--- src/rtl/recirc_pkg.sv ---
// recirc_pkg: shared constants and types for the recirculation return merger.
package recirc_pkg;

    localparam int DEFAULT_DATA_WIDTH = 8;
    localparam int LANES              = 4;
    localparam int STAT_W             = 16;

    typedef enum logic [1:0] {
        ACTIVE = 2'd0,
        WAIT   = 2'd1,
        IDLE   = 2'd2
    } idle_state_e;

    // Saturating increment for the statistics counters.
    function automatic logic [STAT_W-1:0] sat_inc(input logic [STAT_W-1:0] v);
        logic [STAT_W-1:0] r;
        if (v == {STAT_W{1'b1}}) begin
            r = v;
        end else begin
            r = v + {{(STAT_W-1){1'b0}}, 1'b1};
        end
        return r;
    endfunction

endpackage

--- src/rtl/recirc_lane_fifo.sv ---
// recirc_lane_fifo: per-lane return FIFO with sticky overflow flag.
// A push to a full FIFO is accepted only when a pop frees a slot in the same cycle.
module recirc_lane_fifo #(
    parameter int DATA_WIDTH = 8,
    parameter int DEPTH      = 4
) (
    input  logic                  clk,
    input  logic                  reset_L,
    input  logic                  push,
    input  logic                  pop,
    input  logic [DATA_WIDTH-1:0] din,
    output logic [DATA_WIDTH-1:0] dout,
    output logic                  empty,
    output logic                  overflow
);
    localparam int PW = $clog2(DEPTH);

    logic [DATA_WIDTH-1:0] mem_q [DEPTH];
    logic [DATA_WIDTH-1:0] mem_d [DEPTH];
    logic [PW-1:0]         wr_ptr_q, wr_ptr_d;
    logic [PW-1:0]         rd_ptr_q, rd_ptr_d;
    logic [PW:0]           count_q, count_d;
    logic                  overflow_q, overflow_d;
    logic                  pop_ok_s, push_ok_s, full_s;

    assign empty    = (count_q == {(PW+1){1'b0}});
    assign full_s   = (count_q == (PW+1)'(DEPTH));
    assign dout     = mem_q[rd_ptr_q];
    assign overflow = overflow_q;

    // Next-state: pointer/count update, write, and overflow capture.
    always_comb begin
        mem_d      = mem_q;
        pop_ok_s   = pop && !empty;
        push_ok_s  = push && (!full_s || pop_ok_s);
        wr_ptr_d   = wr_ptr_q;
        rd_ptr_d   = rd_ptr_q;
        count_d    = count_q;
        overflow_d = overflow_q;
        if (push_ok_s) begin
            mem_d[wr_ptr_q] = din;
            wr_ptr_d        = wr_ptr_q + {{(PW-1){1'b0}}, 1'b1};
        end else begin
            overflow_d = overflow_q | push;
        end
        if (pop_ok_s) begin
            rd_ptr_d = rd_ptr_q + {{(PW-1){1'b0}}, 1'b1};
        end else begin
            rd_ptr_d = rd_ptr_q;
        end
        if (push_ok_s && !pop_ok_s) begin
            count_d = count_q + {{PW{1'b0}}, 1'b1};
        end else if (pop_ok_s && !push_ok_s) begin
            count_d = count_q - {{PW{1'b0}}, 1'b1};
        end else begin
            count_d = count_q;
        end
    end

    // State registers; reset empties the FIFO and clears the overflow flag.
    always_ff @(posedge clk or negedge reset_L) begin
        if (!reset_L) begin
            for (int k = 0; k < DEPTH; k++) begin
                mem_q[k] <= {DATA_WIDTH{1'b0}};
            end
            wr_ptr_q   <= {PW{1'b0}};
            rd_ptr_q   <= {PW{1'b0}};
            count_q    <= {(PW+1){1'b0}};
            overflow_q <= 1'b0;
        end else begin
            mem_q      <= mem_d;
            wr_ptr_q   <= wr_ptr_d;
            rd_ptr_q   <= rd_ptr_d;
            count_q    <= count_d;
            overflow_q <= overflow_d;
        end
    end

endmodule

--- src/rtl/recirc_return_merger.sv ---
// recirc_return_merger: merges returned and fresh lanes onto the registered
// recirculator inputs (returned traffic first) and generates selector_IDLE.
// Optional macro RECIRC_STATS_EN adds per-lane retCount/newCount counters.
module recirc_return_merger
    import recirc_pkg::*;
#(
    parameter int DATA_WIDTH  = DEFAULT_DATA_WIDTH,
    parameter int FIFO_DEPTH  = 4,
    parameter int IDLE_CYCLES = 8
) (
    input  logic                    clk,
    input  logic                    reset_L,
    input  logic [4*DATA_WIDTH-1:0] retData,
    input  logic [3:0]              retValid,
    input  logic [4*DATA_WIDTH-1:0] newData,
    input  logic [3:0]              newValid,
    output logic [3:0]              newReady,
    output logic [4*DATA_WIDTH-1:0] dataOut,
    output logic [3:0]              validOut,
    output logic                    selector_IDLE,
    output logic [3:0]              overflow
`ifdef RECIRC_STATS_EN
    ,
    output logic [4*STAT_W-1:0]     retCount,
    output logic [4*STAT_W-1:0]     newCount
`endif
);
    localparam int CW = $clog2(IDLE_CYCLES) + 1;

    logic [DATA_WIDTH-1:0]   fifo_dout_s [LANES];
    logic [LANES-1:0]        fifo_empty_s;
    logic [LANES-1:0]        fifo_push_s;
    logic [LANES-1:0]        fifo_pop_s;
    logic [4*DATA_WIDTH-1:0] data_q, data_d;
    logic [3:0]              valid_q, valid_d;
    idle_state_e             state_q, state_d;
    logic [CW-1:0]           cnt_q, cnt_d;
    logic                    idle_q, idle_d;
    logic                    quiet_s;

    for (genvar g = 0; g < LANES; g++) begin : g_lane
        recirc_lane_fifo #(
            .DATA_WIDTH (DATA_WIDTH),
            .DEPTH      (FIFO_DEPTH)
        ) u_fifo (
            .clk      (clk),
            .reset_L  (reset_L),
            .push     (fifo_push_s[g]),
            .pop      (fifo_pop_s[g]),
            .din      (retData[g*DATA_WIDTH +: DATA_WIDTH]),
            .dout     (fifo_dout_s[g]),
            .empty    (fifo_empty_s[g]),
            .overflow (overflow[g])
        );
    end

    assign newReady      = fifo_empty_s & ~retValid;
    assign quiet_s       = (&fifo_empty_s) && (retValid == 4'b0000) && (newValid == 4'b0000);
    assign dataOut       = data_q;
    assign validOut      = valid_q;
    assign selector_IDLE = idle_q;

    // Per-lane arbitration: FIFO backlog, then returned bypass, then fresh word.
    always_comb begin
        data_d      = data_q;
        valid_d     = 4'b0000;
        fifo_push_s = 4'b0000;
        fifo_pop_s  = 4'b0000;
        for (int i = 0; i < LANES; i++) begin
            if (!fifo_empty_s[i]) begin
                data_d[i*DATA_WIDTH +: DATA_WIDTH] = fifo_dout_s[i];
                valid_d[i]     = 1'b1;
                fifo_pop_s[i]  = 1'b1;
                fifo_push_s[i] = retValid[i];
            end else if (retValid[i]) begin
                data_d[i*DATA_WIDTH +: DATA_WIDTH] = retData[i*DATA_WIDTH +: DATA_WIDTH];
                valid_d[i] = 1'b1;
            end else if (newValid[i]) begin
                data_d[i*DATA_WIDTH +: DATA_WIDTH] = newData[i*DATA_WIDTH +: DATA_WIDTH];
                valid_d[i] = 1'b1;
            end else begin
                valid_d[i] = 1'b0;
            end
        end
    end

    // Idle FSM next state: count quiet cycles, drop out on any activity.
    always_comb begin
        state_d = state_q;
        cnt_d   = cnt_q;
        idle_d  = 1'b0;
        case (state_q)
            ACTIVE: begin
                cnt_d = {CW{1'b0}};
                if (quiet_s) begin
                    state_d = WAIT;
                end else begin
                    state_d = ACTIVE;
                end
            end
            WAIT: begin
                if (!quiet_s) begin
                    state_d = ACTIVE;
                    cnt_d   = {CW{1'b0}};
                end else if (cnt_q >= CW'(IDLE_CYCLES - 1)) begin
                    state_d = IDLE;
                    idle_d  = 1'b1;
                end else if (cnt_q != {CW{1'b1}}) begin
                    cnt_d = cnt_q + {{(CW-1){1'b0}}, 1'b1};
                end else begin
                    cnt_d = cnt_q;
                end
            end
            IDLE: begin
                if (!quiet_s) begin
                    state_d = ACTIVE;
                    cnt_d   = {CW{1'b0}};
                    idle_d  = 1'b0;
                end else begin
                    idle_d  = 1'b1;
                end
            end
            default: begin
                state_d = ACTIVE;
                cnt_d   = {CW{1'b0}};
                idle_d  = 1'b0;
            end
        endcase
    end

    // Output lane registers and idle FSM registers.
    always_ff @(posedge clk or negedge reset_L) begin
        if (!reset_L) begin
            data_q  <= {(4*DATA_WIDTH){1'b0}};
            valid_q <= 4'b0000;
            state_q <= ACTIVE;
            cnt_q   <= {CW{1'b0}};
            idle_q  <= 1'b0;
        end else begin
            data_q  <= data_d;
            valid_q <= valid_d;
            state_q <= state_d;
            cnt_q   <= cnt_d;
            idle_q  <= idle_d;
        end
    end

`ifdef RECIRC_STATS_EN
    logic [4*STAT_W-1:0] ret_cnt_q, ret_cnt_d;
    logic [4*STAT_W-1:0] new_cnt_q, new_cnt_d;

    assign retCount = ret_cnt_q;
    assign newCount = new_cnt_q;

    // Statistics: count forwarded returned and fresh words per lane.
    always_comb begin
        ret_cnt_d = ret_cnt_q;
        new_cnt_d = new_cnt_q;
        for (int i = 0; i < LANES; i++) begin
            if (!fifo_empty_s[i] || retValid[i]) begin
                ret_cnt_d[i*STAT_W +: STAT_W] = sat_inc(ret_cnt_q[i*STAT_W +: STAT_W]);
            end else if (newValid[i]) begin
                new_cnt_d[i*STAT_W +: STAT_W] = sat_inc(new_cnt_q[i*STAT_W +: STAT_W]);
            end else begin
                ret_cnt_d[i*STAT_W +: STAT_W] = ret_cnt_q[i*STAT_W +: STAT_W];
            end
        end
    end

    // Statistics registers.
    always_ff @(posedge clk or negedge reset_L) begin
        if (!reset_L) begin
            ret_cnt_q <= {(4*STAT_W){1'b0}};
            new_cnt_q <= {(4*STAT_W){1'b0}};
        end else begin
            ret_cnt_q <= ret_cnt_d;
            new_cnt_q <= new_cnt_d;
        end
    end
`endif

endmodule

--- config.mk ---
export PLATFORM = sky130hd
export DESIGN_NAME = recirc_return_merger
export DESIGN_NICKNAME = d
export VERILOG_FILES = /design/src/rtl/recirc_pkg.sv /design/src/rtl/recirc_lane_fifo.sv /design/src/rtl/recirc_return_merger.sv
export SDC_FILE = /design/constraint.sdc
export NUM_CORES = 1
export LEC_CHECK = 0
export BUFFER_PORTS_ARGS = -buffer_cell sky130_fd_sc_hd__buf_2
export CAP_MARGIN = 20
export CORE_MARGIN = 2
export CORE_UTILIZATION = 50
export CTS_CLUSTER_SIZE = 8
export DETAILED_ROUTE_END_ITERATION = 6
export PLACE_DENSITY = 0.8
export SLEW_MARGIN = 20
export SYNTH_ARGS = -nofsm -noshare
export SYNTH_HDL_FRONTEND = slang
export SYNTH_HIERARCHICAL = 1
export SYNTH_SLANG_ARGS = --single-unit
--- constraint.sdc ---
create_clock -name clk -period 8 [get_ports clk]
set_input_delay 0.8 -clock clk [delete_from_list [all_inputs] [get_ports clk]]
set_output_delay 0.8 -clock clk [all_outputs]
set_load 0.03 [all_outputs]
==> results of run 1 <==
-- cell usage after synthesis, drive strengths merged, types with 3 or more instances --
cell      n
dfrtp   203
mux2    136
o22ai    63
a21oi    38
mux4     32
buf      28
inv      25
ha       24
nor2     23
xnor2    16
nand2    13
and3     12
xor2      8
clkbuf    5
clkinv    4
fa        4
nand2b    4
nand3b    4
nor3      4
o21bai    4
or3b      4
or4b      4
a31oi     3
-- cell families after synthesis --
logic type / synth area share, %
buffers and inverters: 3.60
flip-flops: 51.7
XOR/XNOR: 2.14
AO/OA/AOI/OAI: 6.71
AND/OR/NAND/NOR: 5.26
adder cells (fa/ha/maj): 3.87
multiplexers: 26.7
-- path summary, 6_finish.rpt --
| kind | end | slack, ns | depth (start not counted) | from |
|---|---|---|---|---|
| min in group clk | g_lane[0].u_fifo/overflow | 0.48 | 1 | g_lane[0].u_fifo/overflow |
| hold reg to reg | g_lane[0].u_fifo/overflow | 0.48 | 1 | g_lane[0].u_fifo/overflow |
| hold / removal | dataOut[11] | 0.28 | 1 | reset_L |
| max in group asynchronous | g_lane[2].u_fifo/wr_ptr_q[0] | 6.34 | 2 | reset_L |
| setup / recovery | g_lane[2].u_fifo/count_q[1] | 4.80 | 9 | g_lane[2].u_fifo/count_q[0] |
| setup reg to reg | g_lane[2].u_fifo/count_q[1] | 4.80 | 9 | g_lane[2].u_fifo/count_q[0] |
-- layer usage --
layer	wire (µm)	global-route usage, %	vias to the layer above
met5	0	0	-
met4	432	5.16	0
met3	974	3.44	38
met2	9470	31.9	154
met1	9390	28.5	3064
li1	-	-	2695
-- power by group through the flow --
stage	Sequential [W]	Combinational, W	Clock [W]
2_1_floorplan	0.00197	0.00163	0
3_3_place_gp	0.00195	0.00201	0
3_5_place_dp	0.00197	0.00209	0
4_1_cts	0.00197	0.00210	0.00109
5_1_grt	0.00204	0.00227	0.00114
6_report	0.00197	0.00209	0.00107
-- registers in the layout, summed over array words and instances (netlist names) --
signal	count
selector_IDLE	1
cnt_q	4
state_q	2
g_lane.u_fifo/count_q	12
g_lane.u_fifo/wr_ptr_q	8
g_lane.u_fifo/mem_q	128
validOut	4
g_lane.u_fifo/overflow	4
g_lane.u_fifo/rd_ptr_q	8
dataOut	32
-- cell type report --
cell class | count | area (µm²) | share of cell area (%)
Multi-Input combinational cell | 407 | 4420 | 39.0
Timing Repair Buffer | 123 | 637 | 5.62
Sequential cell | 203 | 5080 | 44.8
Tap cell | 265 | 332 | 2.92
Clock inverter | 1 | 30.0 | 0.265
Inverter | 29 | 109 | 0.960
Clock buffer | 30 | 729 | 6.43
-- worst reg2reg max path: stages (launching register included) --
cell and delay, ns:
dfrtp_1 0.46, nor3_4 0.68, inv_1 0.20, or4b_4 0.60, nand2_1 0.15, inv_1 0.06
ha_1 0.20, inv_1 0.07, fa_1 0.41, mux2_2 0.27
-- metrics by stage --
step	setup WS (ns)	hold slack [ns]	std cells
floorplan	5.02	0.456	672
finish	4.80	0.279	1058
detailed placement	4.47	0.462	1027
CTS	4.47	0.294	1058
global placement	4.61	0.462	1027
global route	4.60	0.309	1058
-- placed cells by master (no fill, tap or decap), types with 4 or more instances in the layout --
cell,count
clkbuf_16,29
nor2_1,19
inv_1,25
mux2_4,96
nor2_2,4
xor2_1,8
o22ai_1,63
dfrtp_1,203
and3_4,12
a21oi_1,38
nand2_1,13
buf_4,5
ha_1,24
fa_1,4
mux2_2,40
nand2b_1,4
xnor2_1,16
clkinv_1,4
nand3b_1,4
mux4_2,32
buf_2,117
==> impl_metrics.prom, run 1 <==
# TYPE chip_impl_metric gauge
chip_impl_metric{name="firstDrtPassIters",unit=""} 4
chip_impl_metric{name="synth-warning-count",unit=""} 6
chip_impl_metric{name="worstMarginPinSlew",unit="ns"} 0.956
chip_impl_metric{name="insertion_delay",unit="ns"} 0.52
chip_impl_metric{name="finish.instance_area",unit="µm²"} 11300
chip_impl_metric{name="setup_tns_final",unit="ns"} 0
chip_impl_metric{name="n_antenna_cell",unit=""} 0
chip_impl_metric{name="netlist.area_leader.share",unit="%"} 51.7
chip_impl_metric{name="synth_edf_count",unit=""} 0
chip_impl_metric{name="finalSetupViolCount",unit=""} 0
chip_impl_metric{name="period_needed",unit="ns"} 3.20
chip_impl_metric{name="drive_above_1_share",unit="%"} 44.0
chip_impl_metric{name="final_min_period_over_clock_period",unit="%"} 40.0
chip_impl_metric{name="post_cts.repair.setup_buffers",unit=""} 0
chip_impl_metric{name="fmax",unit="GHz"} 0.313
chip_impl_metric{name="synth.net_count",unit=""} 774
chip_impl_metric{name="max_cap_viol_count",unit=""} 0
chip_impl_metric{name="post_synth_inst_count",unit=""} 672
chip_impl_metric{name="place_area",unit="µm²"} 10600
chip_impl_metric{name="syn_area",unit="µm²"} 9820
chip_impl_info{name="tritoncts",value="done"} 1
chip_impl_metric{name="timing.critical_path.fanout_max",unit=""} 21
chip_impl_metric{name="crit_buf_inv",unit=""} 3
chip_impl_info{name="cell_with_the_most_instances_on_the_worst_path",value="inv_1"} 1
chip_impl_metric{name="detail_route.wirelength",unit="mm"} 20.3
chip_impl_info{name="critPathSlowestCell",value="nor3_4"} 1
chip_impl_metric{name="first_global_vias",unit=""} 6171
chip_impl_metric{name="route.vias.total",unit=""} 5951
chip_impl_metric{name="finish.utilization",unit="%"} 58.4
chip_impl_metric{name="nets_final",unit=""} 895
chip_impl_metric{name="wire_per_inst",unit="µm"} 19.2
chip_impl_metric{name="grt_first_pass_wirelength",unit="mm"} 32.7
chip_impl_metric{name="clock_tree.buffer_depth",unit=""} 3
chip_impl_info{name="grt_setup_unrepaired",value="no"} 1
chip_impl_metric{name="power_leakage",unit="nW"} 5.06
chip_impl_metric{name="switching_power_of_the_nets",unit="W"} 0.00171
chip_impl_metric{name="num_io_pins",unit=""} 119
chip_impl_metric{name="arrival_worst_endpoint",unit="ns"} 3.61
chip_impl_metric{name="worst_setup_hold_path_clk_slew",unit="ns"} 0.05
chip_impl_metric{name="cts.repair.resized",unit=""} 0
chip_impl_metric{name="power.share.clock",unit="%"} 20.8
chip_impl_metric{name="report.power.total",unit="W"} 0.00512
chip_impl_metric{name="vdd_ir_drop_max",unit="mV"} 0.242
chip_impl_metric{name="maximum_number_of_pins_on_one_net_before_global_route_repair",unit=""} 78
chip_impl_metric{name="fp-row-count",unit=""} 51
chip_impl_metric{name="die_width",unit="µm"} 144
chip_impl_metric{name="power_density",unit="nW/µm²"} 452
chip_impl_metric{name="floorplan.initialDensity",unit="%"} 50.6
chip_impl_metric{name="cts_hold_repair.buffers",unit=""} 0
chip_impl_metric{name="htreeDepth",unit=""} 1
chip_impl_metric{name="timing.clock.skew",unit="ns"} 0.0115
chip_impl_metric{name="seq_area_frac_synth",unit="%"} 51.7
chip_impl_metric{name="areaGrowthSynthToFinish",unit="%"} 15.4
chip_impl_metric{name="detail-route-antenna-nets",unit=""} 0
chip_impl_metric{name="sequentialPowerShare",unit="%"} 38.5
chip_impl_metric{name="final_weighted_congestion_in_routability_driven_placement",unit=""} 0.768
chip_impl_metric{name="synth_cell_types",unit=""} 39
chip_impl_info{name="worst_path_dominant_cell_family",value="simple AND/OR/NAND/NOR gates"} 1
chip_impl_metric{name="postSynthRegisterBits",unit=""} 203
chip_impl_info{name="timing.critical_path.to_type",value="flop"} 1
chip_impl_metric{name="syn-mean-instance-area",unit="µm²"} 14.6
chip_impl_metric{name="required_worst_endpoint",unit="ns"} 8.41
chip_impl_metric{name="cellInternalPower",unit="W"} 0.00341
chip_impl_metric{name="core_outline_area",unit="µm²"} 19400
chip_impl_metric{name="grt_usage",unit="%"} 19.9
chip_impl_metric{name="timing.max_slew.rel_slack",unit="%"} 36.2
chip_impl_info{name="yosys.area.top_type",value="dfrtp_1"} 1
chip_impl_metric{name="cts_buffers",unit=""} 29
chip_impl_info{name="setup.worst_path.class",value="reg -> reg"} 1
chip_impl_metric{name="antenna_found_initial",unit=""} 0
chip_impl_info{name="synthTopCellsByArea",value="dfrtp_1, mux2_4, mux4_2"} 1
chip_impl_info{name="cp_cell_sequence",value="nor3_4 > inv_1 > or4b_4 > nand2_1 > inv_1 > ha_1 > inv_1 > fa_1 > mux2_2"} 1
chip_impl_info{name="start_kind",value="flop"} 1
chip_impl_info{name="status",value="finished, final reports clean"} 1
chip_impl_metric{name="final.fill_count",unit=""} 1566
chip_impl_info{name="holdCritPathClass",value="in -> async"} 1
chip_impl_metric{name="cpPeakStageDelay",unit="ns"} 0.68
chip_impl_metric{name="power_frac_comb",unit="%"} 40.7
chip_impl_info{name="clock_tree.root_cell",value="clkbuf_16"} 1
chip_impl_metric{name="first_iter_violations",unit=""} 309
chip_impl_metric{name="port-buffer-count",unit=""} 118
chip_impl_metric{name="height_of_the_chip",unit="µm"} 144
chip_impl_metric{name="dpl.hpwl",unit="mm"} 13.3
chip_impl_metric{name="via_per_inst",unit=""} 5.62
chip_impl_metric{name="timing_max_transition_violations_final",unit=""} 0
chip_impl_metric{name="drt_drc_violations_left",unit=""} 0
chip_impl_metric{name="finalHoldViolCount",unit=""} 0
chip_impl_metric{name="switching_share",unit="%"} 33.3
chip_impl_metric{name="die_area",unit="µm²"} 20800
chip_impl_info{name="synth_top_flop_cell",value="dfrtp_1"} 1
chip_impl_metric{name="numClockSinks",unit=""} 203
chip_impl_metric{name="synthArstFlopShare",unit="%"} 100
chip_impl_metric{name="grt_overflow_total",unit=""} 0
(Power assumes the default switching activity.)
==> run 2, diff against run 1 <==
- PLACE_DENSITY: 0.8 -> 0.83
- clock period: 8 -> 2.7 ns (I/O delays scaled with it)
==> impl_metrics.prom, run 2 (synthesized netlist as in run 1, its figures left out) <==
# TYPE chip_impl_metric gauge
chip_impl_info{name="status",value="finished, final reports clean"} 1
chip_impl_metric{name="route.vias.total",unit=""} 6011
chip_impl_metric{name="timing.max_slew.rel_slack",unit="%"} 56.9
chip_impl_metric{name="drt_drc_violations_left",unit=""} 0
chip_impl_metric{name="ff2ff_setup_slack",unit="ns"} 0.17
chip_impl_metric{name="grtUsageMet3",unit="%"} 3.71
chip_impl_metric{name="first_iter_violations",unit=""} 278
chip_impl_metric{name="nets_final",unit=""} 911
chip_impl_metric{name="required_worst_endpoint",unit="ns"} 3.10
chip_impl_metric{name="cts.repair.resized",unit=""} 0
chip_impl_metric{name="insertion_delay",unit="ns"} 0.53
chip_impl_metric{name="placement.setup.worst_slack",unit="ns"} 0.145
chip_impl_metric{name="firstDrtPassIters",unit=""} 5
chip_impl_info{name="critPathSlowestCell",value="or4b_4"} 1
chip_impl_info{name="final_common_cell",value="dfrtp_1"} 1
chip_impl_info{name="worstReg2RegEnd",value="g_lane[2].u_fifo/count_q[1]"} 1
chip_impl_metric{name="floorplan.initialDensity",unit="%"} 50.6
chip_impl_metric{name="grtUsageMet1",unit="%"} 27.8
chip_impl_metric{name="cpPeakStageDelay",unit="ns"} 0.57
chip_impl_metric{name="worstRegToRegCells",unit=""} 9
chip_impl_metric{name="core_outline_area",unit="µm²"} 19400
chip_impl_metric{name="maximum_number_of_pins_on_one_net_before_global_route_repair",unit=""} 76
chip_impl_info{name="cp_cell_sequence",value="nor3_2 > inv_1 > or4b_4 > nand2_2 > inv_1 > ha_1 > inv_1 > fa_1 > mux2_2"} 1
chip_impl_metric{name="report.power.total",unit="W"} 0.0151
chip_impl_metric{name="clock_tree.buffer_depth",unit=""} 3
chip_impl_metric{name="dpl.hpwl",unit="mm"} 13.9
chip_impl_info{name="largest_register",value="g_lane.u_fifo/mem_q"} 1
chip_impl_metric{name="max_cap_viol_count",unit=""} 0
chip_impl_metric{name="cts_buffers",unit=""} 29
chip_impl_info{name="clock_tree.root_cell",value="clkbuf_16"} 1
chip_impl_metric{name="n_antenna_cell",unit=""} 0
chip_impl_metric{name="antenna_found_initial",unit=""} 0
chip_impl_metric{name="detail-route-antenna-nets",unit=""} 0
chip_impl_metric{name="finalHoldViolCount",unit=""} 0
chip_impl_metric{name="worstMarginPinSlew",unit="ns"} 0.647
chip_impl_metric{name="worst_setup_hold_path_clk_slew",unit="ns"} 0.05
chip_impl_info{name="tritoncts",value="done"} 1
chip_impl_metric{name="power_leakage",unit="nW"} 5.13
chip_impl_metric{name="timing.clock.skew",unit="ns"} 0.0170
chip_impl_metric{name="grt_usage",unit="%"} 20.4
chip_impl_metric{name="detail_route.wirelength",unit="mm"} 20.6
chip_impl_info{name="timing.critical_path.to_type",value="flop"} 1
chip_impl_metric{name="number_of_standard_cells_in_the_layout_taps_in_and_fillers_out",unit=""} 1074
chip_impl_metric{name="finish.utilization",unit="%"} 59.2
chip_impl_info{name="start_kind",value="flop"} 1
chip_impl_metric{name="port-buffer-count",unit=""} 118
chip_impl_metric{name="timing.hold.worst_path_depth",unit=""} 3
chip_impl_metric{name="grt_overflow_total",unit=""} 0
chip_impl_metric{name="period_needed",unit="ns"} 2.53
chip_impl_metric{name="flip_flop_count_of_the_largest_register_after_layout",unit=""} 128
chip_impl_metric{name="postLayoutSetupSlackWorst",unit="ns"} 0.173
chip_impl_info{name="setup.worst_path.class",value="reg -> reg"} 1
chip_impl_metric{name="areaGrowthSynthToFinish",unit="%"} 16.8
chip_impl_metric{name="die_area",unit="µm²"} 20800
chip_impl_metric{name="timing_max_transition_violations_final",unit=""} 0
chip_impl_metric{name="vdd_ir_drop_max",unit="mV"} 0.731
chip_impl_metric{name="num_io_pins",unit=""} 119
chip_impl_metric{name="arrival_worst_endpoint",unit="ns"} 2.92
chip_impl_metric{name="final_weighted_congestion_in_routability_driven_placement",unit=""} 0.766
chip_impl_info{name="holdCritPathClass",value="in -> reg"} 1
chip_impl_metric{name="numClockSinks",unit=""} 203
chip_impl_info{name="min-delay-start",value="newData[0]"} 1
chip_impl_metric{name="place_area",unit="µm²"} 10700
chip_impl_metric{name="drive_above_1_share",unit="%"} 45.6
chip_impl_metric{name="finalSetupViolCount",unit=""} 0
chip_impl_metric{name="power_density",unit="nW/µm²"} 1320
chip_impl_info{name="busiest_layer",value="met2"} 1
chip_impl_info{name="most-common-layout-cells",value="dfrtp_1, buf_2, mux2_4"} 1
chip_impl_metric{name="dp_cells",unit=""} 1042
chip_impl_metric{name="final_min_period_over_clock_period",unit="%"} 93.6
chip_impl_metric{name="htreeDepth",unit=""} 1
chip_impl_info{name="grt_setup_unrepaired",value="no"} 1
chip_impl_metric{name="height_of_the_chip",unit="µm"} 144
chip_impl_info{name="min_delay_worst_endpoint",value="dataOut[0]"} 1
chip_impl_metric{name="finish.instance_area",unit="µm²"} 11500
chip_impl_metric{name="first_global_vias",unit=""} 6389
chip_impl_metric{name="fmax",unit="GHz"} 0.396
chip_impl_metric{name="die_width",unit="µm"} 144
chip_impl_metric{name="via_per_inst",unit=""} 5.60
chip_impl_info{name="reg2reg_from",value="g_lane[2].u_fifo/count_q[1]"} 1
chip_impl_info{name="cell_with_the_most_instances_on_the_worst_path",value="inv_1"} 1
chip_impl_metric{name="grt_use_met2",unit="%"} 33.5
chip_impl_metric{name="fp-row-count",unit=""} 51
chip_impl_metric{name="grt_first_pass_wirelength",unit="mm"} 33.4
chip_impl_metric{name="wire_per_inst",unit="µm"} 19.2
chip_impl_metric{name="timing.critical_path.fanout_max",unit=""} 6
==> run 2: what timing repair did <==
| action | 4_1_cts | 5_1_grt |
|---|---|---|
| setup endpoints to repair | 0 | 1 |
| setup buffers | 0 | 0 |
| hold endpoints to repair | 71 | 0 |
| hold buffers | 1 | 0 |
==> run 2: how the worst max path moves through the flow <==
| stage | end | depth (start not counted) | from | slack, ns |
|---|---|---|---|---|
| 3_5_place_dp | g_lane[2].u_fifo/count_q[1] | 9 | g_lane[2].u_fifo/count_q[1] | 0.14 |
| 5_1_grt | g_lane[2].u_fifo/count_q[1] | 9 | g_lane[2].u_fifo/count_q[1] | 0.007 |
| 2_1_floorplan | g_lane[2].u_fifo/count_q[1] | 11 | g_lane[2].u_fifo/count_q[1] | -0.01 |
| 6_report | g_lane[2].u_fifo/count_q[1] | 9 | g_lane[2].u_fifo/count_q[1] | 0.17 |
| 4_1_cts | g_lane[2].u_fifo/count_q[1] | 9 | g_lane[2].u_fifo/count_q[1] | 0.13 |
| 3_3_place_gp | g_lane[2].u_fifo/count_q[1] | 9 | g_lane[2].u_fifo/count_q[1] | 0.21 |
==> run 2: metal layers <==
metal / up-vias / share of wire (%)
li1: 2724 / -
met1: 3070 / 44
met2: 180 / 49
met3: 37 / 5.3
met4: 0 / 2.1
met5: - / 0
==> run 2: worst max-delay path, delay by kind of cell, from the launching register on <==
| kind | cells | cell delay, ns |
|---|---|---|
| AND/OR/NAND/NOR | 3 | 0.88 |
| adder cells (fa/ha/maj) | 2 | 0.60 |
| buffers and inverters | 3 | 0.24 |
| flip-flops | 1 | 0.42 |
| multiplexers | 1 | 0.26 |
==> run 2: report_power, final <==
part	internal, W	switching, W	leakage, nW
Sequential	0.00461	0.00121	2.40
Clock	0.00187	0.00119	0.362
Combinational	0.00359	0.00263	2.37
==> run 2: layout make-up <==
| cell class | instances | area (µm²) |
|---|---|---|
| Timing Repair Buffer | 139 | 785 |
| Fill cell | 1551 | 7920 |
| Clock inverter | 2 | 16.3 |
| Inverter | 29 | 109 |
| Sequential cell | 203 | 5080 |
| Multi-Input combinational cell | 407 | 4430 |
| Clock buffer | 29 | 726 |
| Tap cell | 265 | 332 |
==> run 2: metrics by stage <==
stage / hold slack, ns / setup TNS, ns
after floorplan: -0.0256 / -0.0117
final: 0.0378 / 0
after detailed placement: 0.336 / 0
after global placement: 0.338 / 0
after global routing: 0.0310 / 0
after CTS: 0.0123 / 0
